**src/rtl/dsp_add_arbiter_if.sv**
```systemverilog
// Request/response bundle between the two requesters and the shared-adder arbiter.
// The arbiter takes the slave view; the requesters (or a bench) take the master view.
interface dsp_add_arbiter_if;
    logic        r0_valid;
    logic        r0_ready;
    logic [31:0] r0_a;
    logic [31:0] r0_b;
    logic        r1_valid;
    logic        r1_ready;
    logic [31:0] r1_a;
    logic [31:0] r1_b;
    logic        resp0_valid;
    logic        resp0_ready;
    logic        resp1_valid;
    logic        resp1_ready;
    logic [31:0] resp_sum;
    logic        busy;

    modport master (
        output r0_valid, r0_a, r0_b, r1_valid, r1_a, r1_b, resp0_ready, resp1_ready,
        input  r0_ready, r1_ready, resp0_valid, resp1_valid, resp_sum, busy
    );

    modport slave (
        input  r0_valid, r0_a, r0_b, r1_valid, r1_a, r1_b, resp0_ready, resp1_ready,
        output r0_ready, r1_ready, resp0_valid, resp1_valid, resp_sum, busy
    );
endinterface

```
**src/rtl/dsp_add_arbiter.sv**
```systemverilog
// Round-robin arbiter sharing one combinational 32-bit DSP adder between two requesters.
// One operation in flight: IDLE (grant) -> CALC (operands registered) -> RESP (sum registered).

// The DSP adds in two 16-bit halves; the low-half carry feeds the high half.
module adder (
    input  logic [31:0] a_i,
    input  logic [31:0] b_i,
    output logic [31:0] sum_o
);
    logic [16:0] lo;
    logic [15:0] hi;

    assign lo    = {1'b0, a_i[15:0]} + {1'b0, b_i[15:0]};
    assign hi    = a_i[31:16] + b_i[31:16] + {15'b0, lo[16]};
    assign sum_o = {hi, lo[15:0]};
endmodule

module dsp_add_arbiter #(
    parameter bit PRIO_FIRST = 1'b0
) (
    input  logic              clk,
    input  logic              rst,
    dsp_add_arbiter_if.slave  bus
);
    typedef enum logic [1:0] {
        IDLE = 2'd0,
        CALC = 2'd1,
        RESP = 2'd2
    } state_e;

    state_e      state_q;
    logic [31:0] op_a_q;
    logic [31:0] op_b_q;
    logic [31:0] resp_sum_q;
    logic [31:0] sum_d;
    logic        owner_q;
    logic        last_grant_q;
    logic        grant0;
    logic        grant1;

    // A lone requester always wins; on a tie the one not granted last time wins.
    always_comb begin
        grant0 = 1'b0;
        grant1 = 1'b0;
        if (!rst && state_q == IDLE) begin
            grant0 = bus.r0_valid && (!bus.r1_valid || last_grant_q != 1'b0);
            grant1 = bus.r1_valid && (!bus.r0_valid || last_grant_q != 1'b1);
        end
    end

    adder u_adder (
        .a_i   (op_a_q),
        .b_i   (op_b_q),
        .sum_o (sum_d)
    );

    always_ff @(posedge clk or posedge rst) begin
        if (rst) begin
            state_q      <= IDLE;
            op_a_q       <= 32'd0;
            op_b_q       <= 32'd0;
            owner_q      <= 1'b0;
            resp_sum_q   <= 32'd0;
            last_grant_q <= ~PRIO_FIRST;
        end else begin
            case (state_q)
                IDLE: begin
                    if (grant0) begin
                        op_a_q       <= bus.r0_a;
                        op_b_q       <= bus.r0_b;
                        owner_q      <= 1'b0;
                        last_grant_q <= 1'b0;
                        state_q      <= CALC;
                    end else if (grant1) begin
                        op_a_q       <= bus.r1_a;
                        op_b_q       <= bus.r1_b;
                        owner_q      <= 1'b1;
                        last_grant_q <= 1'b1;
                        state_q      <= CALC;
                    end
                end
                CALC: begin
                    resp_sum_q <= sum_d;
                    state_q    <= RESP;
                end
                RESP: begin
                    if (owner_q ? bus.resp1_ready : bus.resp0_ready) begin
                        state_q <= IDLE;
                    end
                end
                default: state_q <= IDLE;
            endcase
        end
    end

    assign bus.r0_ready    = grant0;
    assign bus.r1_ready    = grant1;
    assign bus.resp0_valid = (state_q == RESP) && !owner_q;
    assign bus.resp1_valid = (state_q == RESP) && owner_q;
    assign bus.resp_sum    = resp_sum_q;
    assign bus.busy        = (state_q != IDLE);
endmodule
```
**src/flat_wrapper.sv**
```systemverilog
// flat-port wrapper written by rule: the top's interface ports become plain ports
module dsp_add_arbiter_flat 
#(
    parameter bit PRIO_FIRST = 1'b0
)
  (clk, rst, bus_r0_valid, bus_r0_a, bus_r0_b, bus_r1_valid, bus_r1_a, bus_r1_b, bus_resp0_ready, bus_resp1_ready, bus_r0_ready, bus_r1_ready, bus_resp0_valid, bus_resp1_valid, bus_resp_sum, bus_busy);
  dsp_add_arbiter_if bus_i ();
  input  logic clk;
  input  logic rst;
  input wire logic [$bits(bus_i.r0_valid)-1:0] bus_r0_valid;
  input wire logic [$bits(bus_i.r0_a)-1:0] bus_r0_a;
  input wire logic [$bits(bus_i.r0_b)-1:0] bus_r0_b;
  input wire logic [$bits(bus_i.r1_valid)-1:0] bus_r1_valid;
  input wire logic [$bits(bus_i.r1_a)-1:0] bus_r1_a;
  input wire logic [$bits(bus_i.r1_b)-1:0] bus_r1_b;
  input wire logic [$bits(bus_i.resp0_ready)-1:0] bus_resp0_ready;
  input wire logic [$bits(bus_i.resp1_ready)-1:0] bus_resp1_ready;
  output wire logic [$bits(bus_i.r0_ready)-1:0] bus_r0_ready;
  output wire logic [$bits(bus_i.r1_ready)-1:0] bus_r1_ready;
  output wire logic [$bits(bus_i.resp0_valid)-1:0] bus_resp0_valid;
  output wire logic [$bits(bus_i.resp1_valid)-1:0] bus_resp1_valid;
  output wire logic [$bits(bus_i.resp_sum)-1:0] bus_resp_sum;
  output wire logic [$bits(bus_i.busy)-1:0] bus_busy;
  assign bus_i.r0_valid = bus_r0_valid;
  assign bus_i.r0_a = bus_r0_a;
  assign bus_i.r0_b = bus_r0_b;
  assign bus_i.r1_valid = bus_r1_valid;
  assign bus_i.r1_a = bus_r1_a;
  assign bus_i.r1_b = bus_r1_b;
  assign bus_i.resp0_ready = bus_resp0_ready;
  assign bus_i.resp1_ready = bus_resp1_ready;
  assign bus_r0_ready = bus_i.r0_ready;
  assign bus_r1_ready = bus_i.r1_ready;
  assign bus_resp0_valid = bus_i.resp0_valid;
  assign bus_resp1_valid = bus_i.resp1_valid;
  assign bus_resp_sum = bus_i.resp_sum;
  assign bus_busy = bus_i.busy;
  dsp_add_arbiter #(.PRIO_FIRST(PRIO_FIRST)) u_core (.clk(clk), .rst(rst), .bus(bus_i));
endmodule
```
**config.mk**
```make
export PLATFORM = sky130hd
export DESIGN_NAME = dsp_add_arbiter_flat
export DESIGN_NICKNAME = d
export VERILOG_FILES = /design/src/rtl/dsp_add_arbiter_if.sv /design/src/rtl/dsp_add_arbiter.sv /design/src/flat_wrapper.sv
export SDC_FILE = /design/constraint.sdc
export NUM_CORES = 1
export LEC_CHECK = 0
export CAP_MARGIN = 5
export CORE_MARGIN = 2
export CORE_UTILIZATION = 52
export CTS_CLUSTER_DIAMETER = 150
export DETAILED_ROUTE_END_ITERATION = 8
export PLACE_DENSITY = 0.87
export RECOVER_POWER = 50
export SYNTH_ARGS = -nofsm -noshare
export SYNTH_HDL_FRONTEND = slang
export SYNTH_SLANG_ARGS = --single-unit
```
**constraint.sdc**
```tcl
create_clock -name clk -period 8.8 [get_ports clk]
set_input_delay 0.88 -clock clk [delete_from_list [all_inputs] [get_ports clk]]
set_output_delay 0.88 -clock clk [all_outputs]
set_load 0.005 [all_outputs]
```
# ---- After elaboration in Yosys (flattened, before gate mapping)
# Cells that the tools add are included.
dict set report word_totals {
  regBits 100
  in_bits 134
}
dict set report classes {
  n_addsub 3
  eq_ne 4
  n_mux 13
  bitwise 1
  n_reduce_logical 16
}
# cell count
set ops {}
lappend ops {{$mux W32} 4}
lappend ops {{$add A16 B16 Y17} 1}
lappend ops {{$add A16 B1 Y16} 1}
lappend ops {{$add A16 B16 Y16} 1}
lappend ops {{$mux W2} 3}
lappend ops {{$pmux W2 S3} 1}
lappend ops {{$logic_and A1 B1 Y1} 5}
lappend ops {{$mux W1} 5}
lappend ops {{$logic_not A1 Y1} 4}
lappend ops {{$reduce_and A2 Y1} 2}
lappend ops {{$reduce_bool A2 Y1} 2}
lappend ops {{$ne A3 B3 Y1 const B} 1}
lappend ops {{$eq A2 B1 Y1 const B} 1}
lappend ops {{$eq A2 B2 Y1 const B} 1}
lappend ops {{$logic_not A2 Y1} 1}
lappend ops {{$logic_or A1 B1 Y1} 2}
lappend ops {{$ne A2 B1 Y1 const B} 1}
lappend ops {{$not A1 Y1} 1}

# ---- Depth between registers and ports, before layout
dict set report depth {
  ltp_word 7
  depth_mapped 16
  mapped_depth_nobuf 16
}

# ---- By module
# Synthesis repeated with hierarchy kept, for this count alone.
dict set report unflattened {
  hier_cells 660
  hier_area_um2 6374.9
}
# mod instances cells_each area_per_inst_um2
set modules_own_cells {}
lappend modules_own_cells {dsp_add_arbiter 1 476 4942.2}
lappend modules_own_cells {adder 1 184 1432.6}

# ---- Worst setup path after synthesis
# No wires, ideal clock.
dict set report synth_timing {
  kind {register to register}
  startpoint {reg u_core.op_b_q[0]}
  endpoint {reg u_core.resp_sum_q[28], in the netlist u_core.bus.resp_sum[28]}
  setup_ns 0.104
  arrival_time_ns 4.060
  slack_ns 4.636
  path_stages_with_launch 16
  period_less_slack_ns 4.164
  cell_sequence {dfrtp_1 ha_1 fa_1 a21oi_1 o21ai_1 a21oi_1 o21ai_1 nor3b_1 or3_1 fa_1 fa_1 a21oi_1 o21ai_0 a221oi_2 o21ai_0 o311ai_1}
}
dict set report synth_via {
  elab_chain_cells 2
}
# element line_no
set synth_rtl {}
lappend synth_rtl {{start, declared} dsp_add_arbiter.sv:33} ;# logic [31:0] op_b_q;
lappend synth_rtl {{start signal, assigned} dsp_add_arbiter.sv:70} ;# op_b_q <= bus.r0_b;
lappend synth_rtl {{start signal, assigned} dsp_add_arbiter.sv:76} ;# op_b_q <= bus.r1_b;
lappend synth_rtl {{$add A16 B16 Y17} dsp_add_arbiter.sv:13} ;# assign lo = {1'b0, a_i[15:0]} + {1'b0, b_i[15:0]};
lappend synth_rtl {{$add A16 B1 Y16} dsp_add_arbiter.sv:14} ;# assign hi = a_i[31:16] + b_i[31:16] + {15'b0, lo[16]};
lappend synth_rtl {{end signal, assigned} dsp_add_arbiter.sv:83} ;# resp_sum_q <= sum_d;
lappend synth_rtl {{end, declared} dsp_add_arbiter.sv:34} ;# logic [31:0] resp_sum_q;
# Every way passes these cells.
# A chain may end at the register's enable or synchronous reset.

==> results.md <==
* Top post-synthesis cells by area: sky130_fd_sc_hd__dfrtp_1, sky130_fd_sc_hd__nand2_1, sky130_fd_sc_hd__a31oi_1
* Top cells by count, synth: sky130_fd_sc_hd__nand2_1, sky130_fd_sc_hd__dfrtp_1, sky130_fd_sc_hd__nor2_1
* Peak supply drop at about 210 uV
* Sink count of the clock tree at 100
* H-tree depth at 3
* Nature of the critical path startpoint: input port
* WL per Instance at 16.7 microns
* Via-to-Cell Ratio at roughly 5.7
* Area of the mapped netlist at between 5000 and 6000 sq um
* Post-CTS Setup Bufs at 0
* Number of unique standard cell types used by synthesis at between 60 and 70
* Placed wire-length estimate at around 12000 microns
* Crit path time final at ~5.3 ns
* Global-route wire length before repair at around 26000 microns
* Chip height at roughly 110 microns
* Yosys top cell area share at a little over two fifths
* FF-to-FF setup slack at 3.96 ns
* Proportion of synthesized chip area in sequential cells at 43.7%
* Insertion delay to the later sink of the worst-skew pair at roughly 0.39 ns
* Max-cap viol count at 2
* Prevailing post-synth register cell: sky130_fd_sc_hd__dfrtp_1
* Starting utilization of the core area at between 50% and 60%
* Worst max-slew margin expressed relative to the limit at -144%
* Setup TNS after final layout at 0 ns
* Worst clock skew at 0.00826 ns
* Final core occ at a little over 70%
* Total number of yosys warnings at 0
* Worst hold path stage count at 2
* Area of the core at 10800 sq um
* Signed area change from the synthesized netlist to the final layout at 33.4%
* Detailed Routing Iterations Pass 1 at 5
* Floorplan die width at 109 microns
* Number of antenna cells inserted at 0
* Max Freq at roughly 0.19 GHz
* Cell Count Post-Placement at ~960
* Clock transition at path regs at approximately 0.090 ns
* Clock root buffer: sky130_fd_sc_hd__clkbuf_8
* Syn Inst Count at 686
* Startpoint of the lowest-slack register-to-register path: u_core.op_b_q[0]$_DFFE_PP0P_
* Final-report hold violation count at 0
* CTS tree: yes
* NumNets Final at between 900 and 1000
* Final max-slew violation count at between 100 and 150
* Number of non-filler instances in the completed layout at a little under 1000
* Wire length after detailed routing at approximately 16000 microns
* Failing checks: max-capacitance violations, max-slew violations
* Share of layout cells above drive strength 1 at under 10%
* Outcome: finished, violations left
* Vias in the first global route at between 5000 and 6000
* Syn Nets at ~850
* Number of placement rows at 38
* Worst R2R End: u_core.bus.resp_sum[28]$_DFFE_PP0N_
* Setup Viol. Count Final at 0
* Worst Hold Endpoint: u_core.bus.resp_sum[17]$_DFFE_PP0N_
* Post-synth EDFFs at 0
* Worst slew pin tran at about 3.7 ns
* Remaining DRCs at 0
* Overall power consumption at slightly below 3 mW
* Grt total ovfl at 0
* Power Density at roughly 380 nW/um^2
* Gpl congestion at a little over 0.9
* Antenna violations before repair at 0
* Largest net degree at the start of global routing at between 70 and 80
* Count of hold-fix buffers inserted at cts at 0
* I/O pins at between 150 and 200
* Area enclosed by the die boundary at 11900 sq um
* FILL cells at approximately 870
* Unrepaired setup endpoints after global routing: false
* Num CTS Buffers at 9
* GR Util All Layers at between 20 and 30%
* Number of port buffers at 170
* Final clock period utilization by the worst path at about three fifths
* Hold wc startpoint: u_core.bus.resp_sum[17]$_DFFE_PP0N_
* Clock tree buffer depth at 2
* Vias at approximately 5600
* Worst-path fanout max at roughly 70
* Remaining number of nets flagged by the antenna check after routing at 0
* Worst Reg2Reg Path Length in Cells at 16
* Most numerous cell in the Yosys netlist: sky130_fd_sc_hd__nand2_1
* Number of flip-flops and latches in the synthesized netlist at 100
* Critical Path End Type: asynchronous set/reset pin
* Cell type contributing the most total cell area after synthesis: sky130_fd_sc_hd__dfrtp_1
* Required time worst endpoint at approximately 8.5 ns
* Worst setup path class: input port to asynchronous set/reset pin
* Fraction of registers with async set or reset after synthesis at between 90% and 100%
* Class of the worst hold path: flip-flop to flip-flop
* Mean Syn Cell Area at around 8.4 sq um
* Iteration-0 DRC count of the detailed router at 407
* Static leakage power at between 3 and 4 nW
* CTS resizes at 0
* Critical Path AT at between 4 and 5 ns
## registers in the layout, summed over array words and instances, names as in the netlist
signal               cells
u_core.op_a_q           32
u_core.last_grant_q      1
u_core.state_q           2
u_core.op_b_q           32
u_core.owner_q           1
u_core.bus.resp_sum     32
## worst max path at each step
stage                                          end  cells past startpoint  slack, ns                    startpoint
6_report             u_core.op_a_q[21]$_DFFE_PP0P_                      3       3.49                           rst
5_1_grt              u_core.op_a_q[20]$_DFFE_PP0P_                      3       2.50                           rst
3_5_place_dp   u_core.bus.resp_sum[28]$_DFFE_PP0N_                     16       4.02  u_core.op_b_q[0]$_DFFE_PP0P_
3_3_place_gp   u_core.bus.resp_sum[30]$_DFFE_PP0N_                     16       4.20  u_core.op_b_q[0]$_DFFE_PP0P_
2_1_floorplan  u_core.bus.resp_sum[28]$_DFFE_PP0N_                     15       4.64  u_core.op_b_q[0]$_DFFE_PP0P_
4_1_cts        u_core.bus.resp_sum[28]$_DFFE_PP0N_                     15       4.00  u_core.op_b_q[0]$_DFFE_PP0P_
## critical path: stages
cell	delay (ns)
sky130_fd_sc_hd__dlygate4sd3_1	0.56
sky130_fd_sc_hd__clkinvlp_2	0.83
sky130_fd_sc_hd__clkbuf_1	2.64
## routing by layer
| metal | vias up | wire, microns | GRT usage, % |
|---|---|---|---|
| met4 | 0 | 309 | 8.15 |
| met5 | - | 0 | 0 |
| li1 | 2676 | - | - |
| met3 | 30 | 992 | 7.23 |
| met1 | 2664 | 7460 | 40.4 |
| met2 | 198 | 7530 | 45.1 |
## power by group
part	internal [mW]	leakage (nW)	switching, mW
sequential	0.698	1.19	0.162
clock	0.109	0.0889	0.158
combinational	0.793	2.10	1.01
## final cells by class
class | count | area [sq um] | share of cell area (%)
Multi-Input combinational cell | 534 | 3030 | 39.6
Inverter | 11 | 42.5 | 0.556
Tap cell | 140 | 175 | 2.29
Clock buffer | 11 | 141 | 1.85
Clock inverter | 5 | 27.5 | 0.360
Sequential cell | 100 | 2500 | 32.7
Timing Repair Buffer | 174 | 1730 | 22.6
## kinds of logic (layout without fill, tap and decap cells)
group | count (synthesis) | in the layout | share of synthesized area, %
flip-flops | 100 | 100 | 43.7
buffers and inverters | 52 | 201 | 3.78
AO/OA/AOI/OAI | 169 | 169 | 19.3
AND/OR/NAND/NOR | 313 | 313 | 22.7
adder cells (fa/ha/maj) | 33 | 33 | 7.60
multiplexers | 3 | 3 | 0.546
XOR/XNOR | 16 | 16 | 2.45
## per-stage QoR
| step | instance area [sq um] | hold WS (ns) | worst slack, ns |
|---|---|---|---|
| floorplan | 5730 | 0.444 | 4.64 |
| global route | 7640 | 0.514 | 2.50 |
| CTS | 7650 | 0.484 | 4.00 |
| finish | 7640 | 0.474 | 3.49 |
| global placement | 7480 | 0.454 | 4.20 |
| detailed placement | 7480 | 0.462 | 4.02 |
## placed cells by master, fill, tap and decap left out, types with 9 or more instances in the layout
cell type,n
sky130_fd_sc_hd__o21ai_0,32
sky130_fd_sc_hd__dfrtp_1,99
sky130_fd_sc_hd__ha_1,30
sky130_fd_sc_hd__a31oi_1,66
sky130_fd_sc_hd__nor2_1,77
sky130_fd_sc_hd__dlygate4sd3_1,33
sky130_fd_sc_hd__clkbuf_8,10
sky130_fd_sc_hd__nand2_1,185
sky130_fd_sc_hd__xnor2_1,12
sky130_fd_sc_hd__clkdlybuf4s50_1,137
sky130_fd_sc_hd__a21oi_1,25
sky130_fd_sc_hd__inv_1,9
(Power assumes the default switching activity.)
